$ cat src/rtl/mult_job_sequencer.sv
// mult_job_sequencer
//   Feeds the 16x16 shift-add multiplier from a small operand FIFO. It runs one
//   job at a time. The multiplier has no done flag, so each job is timed with a
//   down-counter sized to the multiplier's worst-case latency. The captured
//   product is then held on a valid/ready output until it is taken.
//
//   Optional build macro: MULT_SEQ_ZERO_BYPASS_EN
//     When defined, a popped pair with a zero operand skips the multiplier and
//     goes straight to HOLD with out_p = 0. No start pulse is issued for it.
//
// Ports
//   clk, rst              rising-edge clock, synchronous active-low reset
//   in_valid/in_ready     operand pair handshake (in_ready = FIFO not full)
//   in_x, in_y            16-bit operands
//   mul_x, mul_y          operand registers driving the multiplier
//   mul_start             one-cycle start pulse (LAUNCH state only)
//   mul_p                 multiplier product
//   out_valid/out_ready   result handshake
//   out_p                 captured 32-bit product
//   busy                  sequencer not idle
//   count                 FIFO occupancy
module mult_job_sequencer #(
  parameter int DEPTH    = 4,
  parameter int MULT_LAT = 20
) (
  input  logic                         clk,
  input  logic                         rst,
  input  logic                         in_valid,
  output logic                         in_ready,
  input  logic [15:0]                  in_x,
  input  logic [15:0]                  in_y,
  output logic [15:0]                  mul_x,
  output logic [15:0]                  mul_y,
  output logic                         mul_start,
  input  logic [31:0]                  mul_p,
  output logic                         out_valid,
  input  logic                         out_ready,
  output logic [31:0]                  out_p,
  output logic                         busy,
  output logic [$clog2(DEPTH+1)-1:0]   count
);

  localparam int AW = (DEPTH > 1) ? $clog2(DEPTH) : 1;
  localparam int CW = $clog2(DEPTH + 1);
  // The counter only has to hold MULT_LAT-1.
  localparam int LW = (MULT_LAT > 2) ? $clog2(MULT_LAT) : 1;

  typedef struct packed {
    logic [15:0] x;
    logic [15:0] y;
  } pair_t;

  typedef enum logic [1:0] {S_IDLE, S_LAUNCH, S_WAIT, S_HOLD} state_t;

  state_t        state, state_nxt;
  pair_t         mem [DEPTH];
  pair_t         head;
  logic [AW-1:0] wr_ptr, rd_ptr;
  logic [LW-1:0] lat_cnt;
  logic          push, pop, cap, byp;

  assign head     = mem[rd_ptr];
  // Only !full gates a push. A same-cycle pop does not open a slot.
  assign in_ready = (count != CW'(DEPTH));
  assign push     = in_valid && in_ready;
  assign busy     = (state != S_IDLE);

  // ---------------------------------------------------------------- FSM
  always_ff @(posedge clk) begin
    if (!rst) state <= S_IDLE;
    else      state <= state_nxt;
  end

  always_comb begin
    state_nxt = state;
    pop       = 1'b0;
    mul_start = 1'b0;
    cap       = 1'b0;
    byp       = 1'b0;
    case (state)
      S_IDLE: begin
        if (count != '0) begin
          pop = 1'b1;
`ifdef MULT_SEQ_ZERO_BYPASS_EN
          if (head.x == 16'd0 || head.y == 16'd0) begin
            byp       = 1'b1;
            state_nxt = S_HOLD;
          end else begin
            state_nxt = S_LAUNCH;
          end
`else
          state_nxt = S_LAUNCH;
`endif
        end
      end
      S_LAUNCH: begin
        mul_start = 1'b1;
        state_nxt = S_WAIT;
      end
      S_WAIT: begin
        // The counter is loaded with MULT_LAT-1 as WAIT is entered. WAIT
        // therefore lasts exactly MULT_LAT cycles after the start pulse.
        if (lat_cnt == '0) begin
          cap       = 1'b1;
          state_nxt = S_HOLD;
        end
      end
      S_HOLD: begin
        if (out_ready) state_nxt = S_IDLE;
      end
      default: state_nxt = S_IDLE;
    endcase
  end

  // ---------------------------------------------------------------- FIFO storage
  // Entries are only reached through the pointers, so they need no reset.
  always_ff @(posedge clk) begin
    if (push) mem[wr_ptr] <= '{x: in_x, y: in_y};
  end

  // ---------------------------------------------------------------- datapath
  always_ff @(posedge clk) begin
    if (!rst) begin
      wr_ptr    <= '0;
      rd_ptr    <= '0;
      count     <= '0;
      mul_x     <= '0;
      mul_y     <= '0;
      lat_cnt   <= '0;
      out_valid <= 1'b0;
      out_p     <= '0;
    end else begin
      if (push) wr_ptr <= wr_ptr + AW'(1);
      if (pop)  rd_ptr <= rd_ptr + AW'(1);
      count <= count + CW'(push) - CW'(pop);

      // The operands stay stable from this pop until the next pop.
      if (pop) begin
        mul_x <= head.x;
        mul_y <= head.y;
      end

      if (mul_start)
        lat_cnt <= LW'(MULT_LAT - 1);
      else if (state == S_WAIT && lat_cnt != '0)
        lat_cnt <= lat_cnt - LW'(1);

      if (cap) begin
        out_p     <= mul_p;
        out_valid <= 1'b1;
      end else if (byp) begin
        out_p     <= '0;
        out_valid <= 1'b1;
      end else if (out_valid && out_ready) begin
        out_valid <= 1'b0;
      end
    end
  end

endmodule
$ cat config.mk
export PLATFORM = sky130hd
export DESIGN_NAME = mult_job_sequencer
export DESIGN_NICKNAME = d
export VERILOG_FILES = /design/src/rtl/mult_job_sequencer.sv
export SDC_FILE = /design/constraint.sdc
export NUM_CORES = 1
export LEC_CHECK = 0
export BUFFER_PORTS_ARGS = -buffer_cell sky130_fd_sc_hd__buf_2
export CAP_MARGIN = 25
export CORE_MARGIN = 1
export CORE_UTILIZATION = 50
export CTS_BUF_LIST = sky130_fd_sc_hd__clkbuf_4
export CTS_CLUSTER_SIZE = 16
export DETAILED_ROUTE_END_ITERATION = 12
export PLACE_DENSITY_LB_ADDON = 0.08
export SETUP_SLACK_MARGIN = 0.5
export SLEW_MARGIN = 20
export SYNTH_ARGS = -nofsm -noshare
export SYNTH_HDL_FRONTEND = slang
export SYNTH_SLANG_ARGS = --single-unit
$ cat constraint.sdc
create_clock -name clk -period 6.2 [get_ports clk]
set_clock_uncertainty 0.15 [all_clocks]
set_input_delay 0.62 -clock clk [delete_from_list [all_inputs] [get_ports clk]]
set_output_delay 0.62 -clock clk [all_outputs]
set_load 0.1 [all_outputs]
# [Word-level counts from Yosys, hierarchy flattened]
# Memories as Yosys holds them, arrays and structs flattened. A register that Yosys moved wholly into a read port is not among the register bits.
# Index checks and enable logic that the tools add are counted.
[op_classes] n_mux=15 n_bitwise=1 n_eq_ne=7 n_addsub=5 n_reduce_logical=13
[op_table] op="5-bit two-way mux" n=2
[op_table] op="1-bit two-way mux" n=9
[op_table] op="2-bit case mux with 4 select lines" n=1
[op_table] op="2-bit two-way mux" n=3
[op_table] op="2-bit inequality test, second input constant" n=3
[op_table] op="2-bit nonzero test" n=3
[op_table] op="5-bit logical NOT" n=1
[op_table] op="5-bit nonzero test" n=1
[op_table] op="5-bit by 1-bit subtractor with 5-bit output, second input constant" n=1
[op_table] op="2-bit by 1-bit adder with 2-bit output, second input constant" n=2
[op_table] op="2-bit equality test, second input constant" n=2
[op_table] op="3-bit by 1-bit adder with 3-bit output" n=1
[op_table] op="1-bit logical AND" n=3
[op_table] op="3-bit inequality test, second input constant" n=1
[op_table] op="3-bit AND reduction" n=1
[op_table] op="3-bit nonzero test" n=1
[op_table] op="3-bit by 1-bit subtractor with 3-bit output" n=1
[op_table] op="2-bit by 1-bit equality test with 1-bit output, second input constant" n=1
[op_table] op="2-bit logical NOT" n=1
[op_table] op="2-bit OR reduction" n=1
[op_table] op="1-bit logical NOT" n=1
[op_table] op="1-bit NOT" n=1
[totals] word_cells=50 mem_bits_rw=128 regBits=47 inputBits=68 memories=1
[mem_list] name="mem" depth=4 word_bits=32 read_ports=1 rd_ports_with_merged_regs=1 wr=1 line_no="56" source="pair_t mem [DEPTH];"

# [Logic depth before layout (Yosys ltp)]
# Gate-level depths: netlist (run 1).
[logic_depth] ltp_word=4 ltp_mapped=10 mapped_depth_nobuf=10

# [Worst setup path after synthesis (run 1)]
# No wires, ideal clock.
[synth_path] path_type="register to register" start="register count[1]" end="memory mem[0][0] (netlist bit) (enable)" arrival_time_ns=2.666 stages_incl_launch_ff=4 setup_ns=0.392 path_slack_ns=2.992 cell_sequence="dfxtp_1 -> nor3b_1 -> inv_2 -> and3_1"
[synth_between] elab_chain_cells=4
[synth_lines] element="start, declared" line_no="40" source="output logic [$clog2(DEPTH+1)-1:0] count"
[synth_lines] element="start signal, assigned" line_no="135" source="count <= count + CW'(push) - CW'(pop);"
[synth_lines] element="3-bit inequality test" line_no="64" source="assign in_ready = (count != CW'(DEPTH));"
[synth_lines] element="via in_ready" line_no="29" source="output logic in_ready,"
[synth_lines] element="1-bit logical AND" line_no="65" source="assign push = in_valid && in_ready;"
[synth_lines] element="1-bit two-way mux" line_no="118" source="if (push) mem[wr_ptr] <= '{x: in_x, y: in_y};"
[synth_lines] element="1-bit two-way mux (not written as such)" line_no="118"
[synth_lines] element="end, declared" line_no="56"
# The timed path passes the listed nets, and every way through them passes these cells.

# [Worst setup path after layout (run 1)]
[layout_path] start="register count[2]" end="output port in_ready"
[layout_between] elab_chain_cells=1
[layout_lines] element="3-bit inequality test" line_no="64"
[layout_lines] element="end, declared" line_no="29"
# Every way passes these cells.

==> results of run 1 <==
-- metal layers --
metal / global-route usage [%] / up-vias / part of all wire [%]
met4: 9.90 / 0 / 2.8
met5: 0 / - / 0
met2: 34.2 / 133 / 50
met1: 25.8 / 2416 / 43
met3: 4.89 / 39 / 4.7
li1: - / 2281 / -
-- registers in the layout, summed over array words and instances (netlist names) --
name       count
mem          128
out_p         32
mul_x         16
mul_y         16
lat_cnt        5
count          3
rd_ptr         2
state          2
wr_ptr         2
out_valid      1
-- stage by stage --
stage          instances  setup slack (ns)  util [%]
5_1_grt              893              3.34      63.8
2_1_floorplan        482              2.99         -
4_1_cts              891              3.42      63.5
3_5_place_dp         775              3.69      57.5
3_3_place_gp         774              3.69      57.4
6_report             893              3.47      63.8
-- layout by cell type, fill, tap and decap left out, types with 4 or more instances in the layout --
cell | synthesis | final
dfxtp_1 | 79 | 77
o21ai_0 | 34 | 34
clkbuf_4 | 0 | 78
dlygate4sd3_1 | 0 | 21
ha_1 | 11 | 11
nand3_1 | 35 | 35
a22o_1 | 32 | 32
nor2_1 | 9 | 8
inv_1 | 11 | 11
xor2_1 | 4 | 4
a21oi_1 | 35 | 35
clkinv_1 | 0 | 16
edfxtp_1 | 128 | 128
buf_2 | 11 | 138
and3_2 | 0 | 4
mux4_2 | 32 | 32
nor3_1 | 6 | 6
-- synth_stat cells, drive strengths merged (3+ instances only) --
| cell type | n |
|---|---|
| a21oi | 35 |
| a22o | 32 |
| and2 | 3 |
| and3 | 4 |
| buf | 14 |
| clkbuf | 19 |
| dfxtp | 79 |
| edfxtp | 128 |
| ha | 11 |
| inv | 13 |
| mux4 | 32 |
| nand3 | 35 |
| nor2 | 9 |
| nor3 | 6 |
| o21ai | 34 |
| xor2 | 4 |
-- worst paths after layout --
kind,to,slack (ns),cells past startpoint
max,in_ready,3.47,3
min,mem[2][26],0.04,1
min reg2reg,mul_y[4],0.32,1
max reg2reg,count[2],3.68,9
-- cell families after synthesis --
group,Yosys count,share of synthesized area (%)
flops,207,71.0
compound gates,110,9.26
simple gates,68,4.88
buf+inv,46,2.59
mux,34,9.69
fa+ha+maj,12,2.06
xor+xnor,5,0.573
-- repair_timing --
item,CTS,global route
resized for setup,0,0
endpoints found under the hold margin,71,0
setup buffers,0,0
hold buffers,21,0
-- final cells by class --
cell class	count	area share, %
timing repair buffer	165	10.4
inverter	13	0.519
tap	184	2.45
multi-input combinational	229	21.8
sequential	207	57.7
clock buffer	78	6.22
clock inverter	17	0.957
-- report_power, final --
part / switching [µW] / total, µW / internal, µW
Combinational: 1400 / 1860 / 461
Sequential: 148 / 1840 / 1690
Clock: 520 / 1130 / 614
==> flow_summary_export.csv, run 1 <==
group,metric,value,unit
outcome,status,"complete, but fails checks",
outcome,violations,"design-rule violations",
layout,regArea,0.00543,mm²
placement,portBuffers,138,
grt,grt_max_degree,46,
synthesis,synth_edf_count,128,
power_and_ir_drop,vdd_drop_max,0.411,mV
sta,setup_viol,0,
drt,via_per_inst,5.45,
layout,num-nets-final,748,
drt,vias,4869,
die,coreArea,0.0148,mm²
worst_setup_path,cp_cell_sequence,"nor3b_1, inv_2, buf_2",
layout,antenna_cells,0,
clock_tree,clk_pin_slew,0.07,ns
grt,antenna_found_initial,0,
worst_setup_path,cp_data_arrival_time,1.96,ns
synthesis,avgSynthCellArea,15.9,µm²
sta,post-route-period-util,44.0,%
synthesis,synthFlopType,"edfxtp_1",
min_path,hold_class,"in -> reg",
drt,drc,6,
synthesis,syn_inst,482,
sta,hold_slack,0.0424,ns
drt,drtAntennaViolNets,0,
clock_tree,clk_latency,0.63,ns
synthesis,synth_nets,562,
synthesis,yosysTopAreaCellShare,50.3,%
worst_setup_path,worst-setup-path-type,"reg -> out",
sta,max_freq,366,MHz
worst_setup_path,critPathLaunchType,"register",
power_and_ir_drop,finalPower,4830,µW
grt,grt_pass1_vias,5107,
power_and_ir_drop,p_leak,0.00363,µW
synthesis,synth_warnings,0,
drt,drt_iter0_drc,298,
drt,wl_per_cell,17.5,µm
synthesis,yosysUniqueCellTypes,37,
drt,wirelength,15600,µm
die,pin_count,139,
worst_setup_path,path_delay_family,"buffers and inverters",
worst_setup_path,cp_slowest_stage_delay,0.44,ns
grt,grt_use_total,20.7,%
clock_tree,clk_path_buf_depth,3,
placement,gp_congestion,0.780,
synthesis,synthArstFlopShare,0,%
clock_tree,cts_tree,"yes",
die,die_height,126,µm
min_path,hp-start,"in_x[10]",
layout,area_growth,23.1,%
sta,slew_headroom,34.3,%
die,rows,44,
placement,place_area,0.00848,mm²
drt,first_pass_iters,9,
grt,grt_pass1_wl,25100,µm
layout,design_area,0.00941,mm²
worst_setup_path,cp-end-kind,"primary output",
synthesis,synth.cell_area,0.00765,mm²
sta,slew_violations,0,
synthesis,synth_seq_area_share,71.0,%
synthesis,yosys.area.top_type,"edfxtp_1",
power_and_ir_drop,power_density,514,mW/mm²
placement,dpl.hpwl,8950,µm
sta,fin_tns_setup,0,ns
worst_setup_path,worst-path-buf-inv,2,
worst_setup_path,r2r-start,"count[2]",
layout,multi_input_area,0.00205,mm²
layout,fillers,1161,
clock_tree,cts.sinks,207,
layout,drive_gt1_share,37.7,%
synthesis,yosys-top-cells-area,"edfxtp_1, dfxtp_1, mux4_2, a22o_1, a21oi_1",
worst_setup_path,startpoint,"count[2]",
die,die_x,126,µm
clock_tree,cts-root-buf,"clkbuf_4",
die,start_util,51.8,%
sta,hold_violations,0,
sta,tightestPinTransition,0.985,ns
synthesis,synth_seq_cells,207,
sta,grt_setup_unrepaired,"no",
worst_setup_path,crit_fanout,7,
run,max_cap_viol_count,0,
sta,period_minus_slack,2.73,ns
clock_tree,ctsHtreeMaxLevel,2,
die,dieArea,0.0158,mm²
worst_setup_path,worst_path_max_delay_cell,"dfxtp_1",
clock_tree,cts_buffers,52,
worst_setup_path,cp.required,5.43,ns
grt,grt-ovfl-total,0,
(Power assumes the default switching activity.)
==> inputs of run 2 (changes only) <==
--- a/config.mk
+++ b/config.mk
@@ -5,6 +5,7 @@
 export SDC_FILE = /design/constraint.sdc
 export NUM_CORES = 1
 export LEC_CHECK = 0
+export ABC_AREA = 1
 export BUFFER_PORTS_ARGS = -buffer_cell sky130_fd_sc_hd__buf_2
 export CAP_MARGIN = 25
 export CORE_MARGIN = 1
==> constraint.sdc (replaced) <==
create_clock -name clk -period 2.8 [get_ports clk]
set_clock_uncertainty 0.15 [all_clocks]
set_input_delay 0.28 -clock clk [delete_from_list [all_inputs] [get_ports clk]]
set_output_delay 0.28 -clock clk [all_outputs]
set_load 0.1 [all_outputs]
==> flow_summary_export.csv, run 2 <==
group,metric,value,unit
outcome,status,"complete, no violations",
synthesis,avgSynthCellArea,10.7,µm²
clock_tree,clk_pin_slew,0.08,ns
drt,first_pass_iters,5,
synthesis,synthArstFlopShare,0,%
layout,largestRegisters,"mem (128), out_p (32)",
die,dieArea,0.0164,mm²
layout,regArea,0.00544,mm²
layout,final_cell_mix,"nor2_1, buf_2, edfxtp_1",
sta,tightestPinTransition,0.719,ns
worst_setup_path,worst_path_max_delay_cell,"buf_2",
clock_tree,cts_tree,"yes",
drt,via_per_inst,4.94,
power_and_ir_drop,finalPower,12200,µW
grt,grt_pass1_vias,6023,
worst_setup_path,cp_slowest_stage_delay,0.45,ns
clock_tree,cts_buffers,53,
layout,regMostFlops,"mem",
synthesis,synthFlopType,"edfxtp_1",
synthesis,post-synth-top-count-cell,"nor2_1",
placement,gp_congestion,0.762,
worst_setup_path,cp.required,2.37,ns
die,die_height,128,µm
sta,hold_violations,0,
worst_setup_path,crit_fanout,4,
die,pin_count,139,
synthesis,syn_inst,742,
clock_tree,clk_latency,0.67,ns
power_and_ir_drop,p_leak,0.00413,µW
worst_setup_path,worst-setup-path-type,"reg -> out",
worst_setup_path,cp-end-kind,"primary output",
sta,hold_slack,0.212,ns
synthesis,yosys.area.top_type,"edfxtp_1",
layout,num-nets-final,1052,
grt,antenna_found_initial,1,
worst_setup_path,critPathLaunchType,"register",
clock_tree,cts_setup_buffers,0,
sta,max_freq,455,MHz
clock_tree,cts.sinks,207,
placement,dpl.hpwl,9840,µm
synthesis,yosys-top-cells-count,"nor2_1, edfxtp_1, o21ai_0, nand2_1, dfxtp_1",
die,start_util,51.6,%
sta,setup_viol,0,
drt,wl_per_cell,14.6,µm
placement,portBuffers,138,
synthesis,yosysUniqueCellTypes,28,
synthesis,yosys-top-cells-area,"edfxtp_1, dfxtp_1, nor2_1, o21ai_0, nand2_1",
sta,slew_headroom,52.0,%
sta,post-route-period-util,78.5,%
drt,drc,0,
drt,drtAntennaViolNets,0,
drt,vias,6056,
layout,multi_input_area,0.00218,mm²
synthesis,synth_nets,822,
synthesis,synth.cell_area,0.00794,mm²
drt,wirelength,17900,µm
drt,drt_iter0_drc,299,
worst_setup_path,worst-path-buf-inv,2,
synthesis,synth_warnings,0,
synthesis,yosysTopAreaCellShare,48.4,%
grt,grt_use_total,22.5,%
die,coreArea,0.0154,mm²
worst_setup_path,cp_data_arrival_time,1.77,ns
sta,grt_setup_unrepaired,"no",
power_and_ir_drop,power_density,1190,mW/mm²
clock_tree,cts-root-buf,"clkbuf_4",
sta,slew_violations,0,
layout,drive_gt1_share,25.3,%
layout,area_growth,29.1,%
min_path,hold_class,"in -> reg",
layout,fillers,1203,
synthesis,synth_seq_cells,207,
synthesis,synth_seq_area_share,68.4,%
die,die_x,128,µm
sta,period_minus_slack,2.20,ns
clock_tree,clk_path_buf_depth,3,
worst_setup_path,cp_cell_sequence,"inv_1, ha_1, buf_2",
power_and_ir_drop,vdd_drop_max,0.978,mV
grt,grt-ovfl-total,0,
sta,fin_tns_setup,0,ns
synthesis,synth_edf_count,128,
die,rows,45,
worst_setup_path,path_delay_family,"buffers and inverters",
layout,largest_register_ffs,128,
layout,final_common_cell,"nor2_1",
grt,grt_max_degree,68,
clock_tree,ctsHtreeMaxLevel,2,
run,max_cap_viol_count,0,
grt,grt_pass1_wl,28600,µm
[run 2: through the flow]
stage,std cells,utilization [%],worst slack [ns],instance area [µm²]
2_1_floorplan,742,-,0.508,7990
3_3_place_gp,1059,57.4,0.753,8830
3_5_place_dp,1059,57.4,0.641,8830
4_1_cts,1223,66.4,0.554,10200
5_1_grt,1226,66.6,0.510,10200
6_report,1226,66.6,0.602,10200
[run 2: what timing repair did]
item                                   in CTS  in global routing
endpoints found under the hold margin     177                  0
hold buffers                               67                  0
setup endpoints to repair                   1                  0
gates resized for setup                     1                  0
[run 2: layout make-up]
cell class | instances | share of cell area [%]
multi-input cells | 464 | 21.3
repair buffers | 218 | 15.1
diodes | 1 | 0.0244
well taps | 211 | 2.58
clock buffers | 83 | 6.08
flip-flops and latches | 207 | 53.1
inverters | 28 | 1.03
clock inverters | 14 | 0.818
[run 2: final timing paths]
check | end | slack [ns] | startpoint | cells past startpoint
hold reg to reg | out_p[22] | 0.31 | out_p[22] | 2
hold / removal | mem[0][6] | 0.21 | in_y[6] | 2
setup reg to reg | count[2] | 0.73 | state[0] | 9
setup / recovery | mul_start | 0.60 | state[1] | 3
[run 2: kinds of logic after synthesis]
kind of cell | after synthesis | synth area share [%]
fa+ha+maj | 12 | 1.99
simple gates | 270 | 13.3
xor+xnor | 2 | 0.221
flops | 207 | 68.4
compound gates | 180 | 11.4
buf+inv | 71 | 4.71
[run 2: where the power goes]
| part | switching (µW) | internal, µW |
|---|---|---|
| clock network | 1190 | 1440 |
| registers | 265 | 3850 |
| logic | 4350 | 1110 |
[run 2: worst reg2reg max path, stage by stage (launching register included)]
cell     delay, ns
dfxtp_1       0.37
inv_1         0.09
ha_1          0.24
nand2_2       0.11
buf_4         0.27
a21oi_1       0.10
fa_1          0.39
inv_1         0.07
o21ai_0       0.08
a21oi_1       0.12
[run 2: metal layers]
layer  up-vias  wire length, µm  share of wire (%)  track usage [%]
met5         -                0                  0                0
met4         0              419                2.3             9.07
met3        41             1170                6.5             4.88
met2       185             8880                 50             40.4
met1      2826             7450                 42             26.2
li1       3004                -                  -                -
==> inputs of run 3 (changes only) <==
==> constraint.sdc (replaced) <==
create_clock -name clk -period 2 [get_ports clk]
set_clock_uncertainty 0.15 [all_clocks]
set_input_delay 0.2 -clock clk [delete_from_list [all_inputs] [get_ports clk]]
set_output_delay 0.2 -clock clk [all_outputs]
set_load 0.1 [all_outputs]
==> flow_summary_export.csv, run 3 (synthesized netlist as in run 2, its figures left out) <==
group,metric,value,unit
outcome,status,"complete, but fails checks",
outcome,violations,"negative setup slack",
layout,largest_register_ffs,128,
drt,wl_met1,10400,µm
clock_tree,clk_latency,0.66,ns
drt,vias,7249,
power_and_ir_drop,power.internal,12200,µW
grt,grt_pass1_wl,35400,µm
drt,wl_per_cell,21.7,µm
power_and_ir_drop,combPwrFrac,54.9,%
worst_setup_path,cp-end-kind,"register",
drt,drt_iter0_drc,459,
worst_setup_path,crit_fanout,8,
clock_tree,clk_pin_slew,0.07,ns
worst_setup_path,worst-setup-path-type,"reg -> reg",
placement,dp.cells,1074,
layout,stdcell_count,1321,
sta,tightestPinTransition,0.558,ns
grt,grt_pass1_vias,6827,
power_and_ir_drop,switchingPower,10000,µW
worst_setup_path,cp_data_arrival_time,2.47,ns
sta,setup_viol,2,
layout,num-nets-final,1146,
power_and_ir_drop,power_density,1690,mW/mm²
sta,post-route-period-util,106,%
grt,grt_use_total,28.3,%
power_and_ir_drop,p_sw_share,45.1,%
placement,gp_congestion,0.742,
drt,drtAntennaViolNets,0,
drt,route.met3.wl,2600,µm
power_and_ir_drop,vdd_drop_max,1.51,mV
drt,top_layer_used,"met5",
clock_tree,cts_buffers,53,
worst_setup_path,reg2reg_slack,-0.12,ns
layout,area_growth,65.1,%
power_and_ir_drop,finalPower,22200,µW
drt,met2_wirelength,14200,µm
grt,grt_max_degree,50,
placement,dpl.hpwl,10400,µm
run,max_cap_viol_count,0,
die,pin_count,139,
placement,portBuffers,138,
die,coreArea,0.0154,mm²
sta,max_freq,472,MHz
layout,fillers,713,
grt,antenna_found_initial,5,
sta,slew_violations,0,
clock_tree,cts-root-buf,"clkbuf_4",
layout,largestRegisters,"mem (128), out_p (32)",
sta,setup_ws,-0.121,ns
drt,first_pass_iters,5,
die,dieArea,0.0164,mm²
drt,wirelength,28700,µm
power_and_ir_drop,p_leak,0.00518,µW
worst_setup_path,cp.required,2.35,ns
clock_tree,ctsHtreeMaxLevel,2,
sta,fin_tns_setup,-0.148,ns
drt,via_per_inst,5.49,
worst_setup_path,critPathLaunchType,"register",
layout,final_common_cell,"nor2_1",
grt,grt-ovfl-total,0,
sta,period_minus_slack,2.12,ns
sta,hold_violations,0,
clock_tree,cts.sinks,207,
layout,regMostFlops,"mem",
power_and_ir_drop,p_seq_share,28.2,%
sta,slew_headroom,62.8,%
layout,drive_gt1_share,45.1,%
die,start_util,51.6,%
die,die_x,128,µm
layout,final_cell_mix,"nor2_1, edfxtp_1, buf_12",
clock_tree,clk_path_buf_depth,3,
die,rows,45,
power_and_ir_drop,pwr-share-clk,16.9,%
sta,grt_setup_unrepaired,"yes",
clock_tree,cts_tree,"yes",
die,die_height,128,µm
drt,drc,0,
min_path,hold_class,"in -> reg",
==> run 3: cell types whose count changed in the layout (fill, tap and decap cells not counted), moves of 35 or more <==
cell,change
dfxtp_1,-67
o21ai_0,-35
dfxtp_2,+43
buf_2,-70
buf_12,+88
buf_4,+41
==> run 3: power by group through the flow <==
stage | Sequential, µW | Combinational [µW] | Clock, µW
finish | 6250 | 12200 | 3750
global placement | 5790 | 7690 | 0
floorplan | 9180 | 2940 | 0
CTS | 6130 | 10500 | 3670
detailed placement | 5820 | 7790 | 0
global route | 6320 | 12600 | 4010
==> run 3: timing repair <==
action / in CTS / in global routing
cloned: 7 / 6
hold buffers: 66 / 0
endpoints found under the hold margin: 205 / 0
buffers inserted: 32 / 37
resized for setup: 423 / 147
pin swaps: 15 / 21
endpoints found under the setup margin: 274 / 276
==> run 3: final timing paths <==
path | start | to | depth (start not counted)
worst max-delay path | state[0] | out_p[30] | 11
worst min-delay path | in_valid | wr_ptr[1] | 6
worst max register to register | state[0] | out_p[30] | 11
worst min register to register | out_p[17] | out_p[17] | 2
==> run 3: metal layers <==
| metal | GRT usage (%) | vias to the layer above |
|---|---|---|
| met4 | 12.6 | 6 |
| met1 | 31.8 | 3535 |
| met2 | 50.1 | 388 |
| li1 | - | 3206 |
| met5 | 0 | - |
| met3 | 8.06 | 114 |
==> run 3: cell type report <==
class / count / area [µm²] / area share, %
multi-input cells: 464 / 2590 / 19.7
diodes: 2 / 5.00 / 0.0382
clock inverters: 11 / 46.3 / 0.353
repair buffers: 312 / 3850 / 29.4
clock buffers: 86 / 646 / 4.93
well taps: 211 / 264 / 2.01
inverters: 28 / 120 / 0.917
flip-flops and latches: 207 / 5580 / 42.6
==> run 3: metrics by stage <==
stage	area (µm²)	util, %	setup slack, ns	hold slack [ns]
finish	13100	85.2	-0.121	0.0249
global route	13100	85.2	-0.146	0.00626
CTS	12200	79.4	0.0538	-0.108
detailed placement	9020	58.7	0.0514	0.265
global placement	9020	58.7	0.0890	0.261
floorplan	8020	-	-0.132	0.149
==> run 3: worst max-delay path, stage by stage (launching register included) <==
cell and delay [ns]:
dfxtp_2 0.34, inv_2 0.09, buf_6 0.10, buf_6 0.08
buf_6 0.10, ha_4 0.14, nand4_4 0.11, clkinv_4 0.11
buf_12 0.12, buf_16 0.15, nand2_2 0.05, a21oi_1 0.41
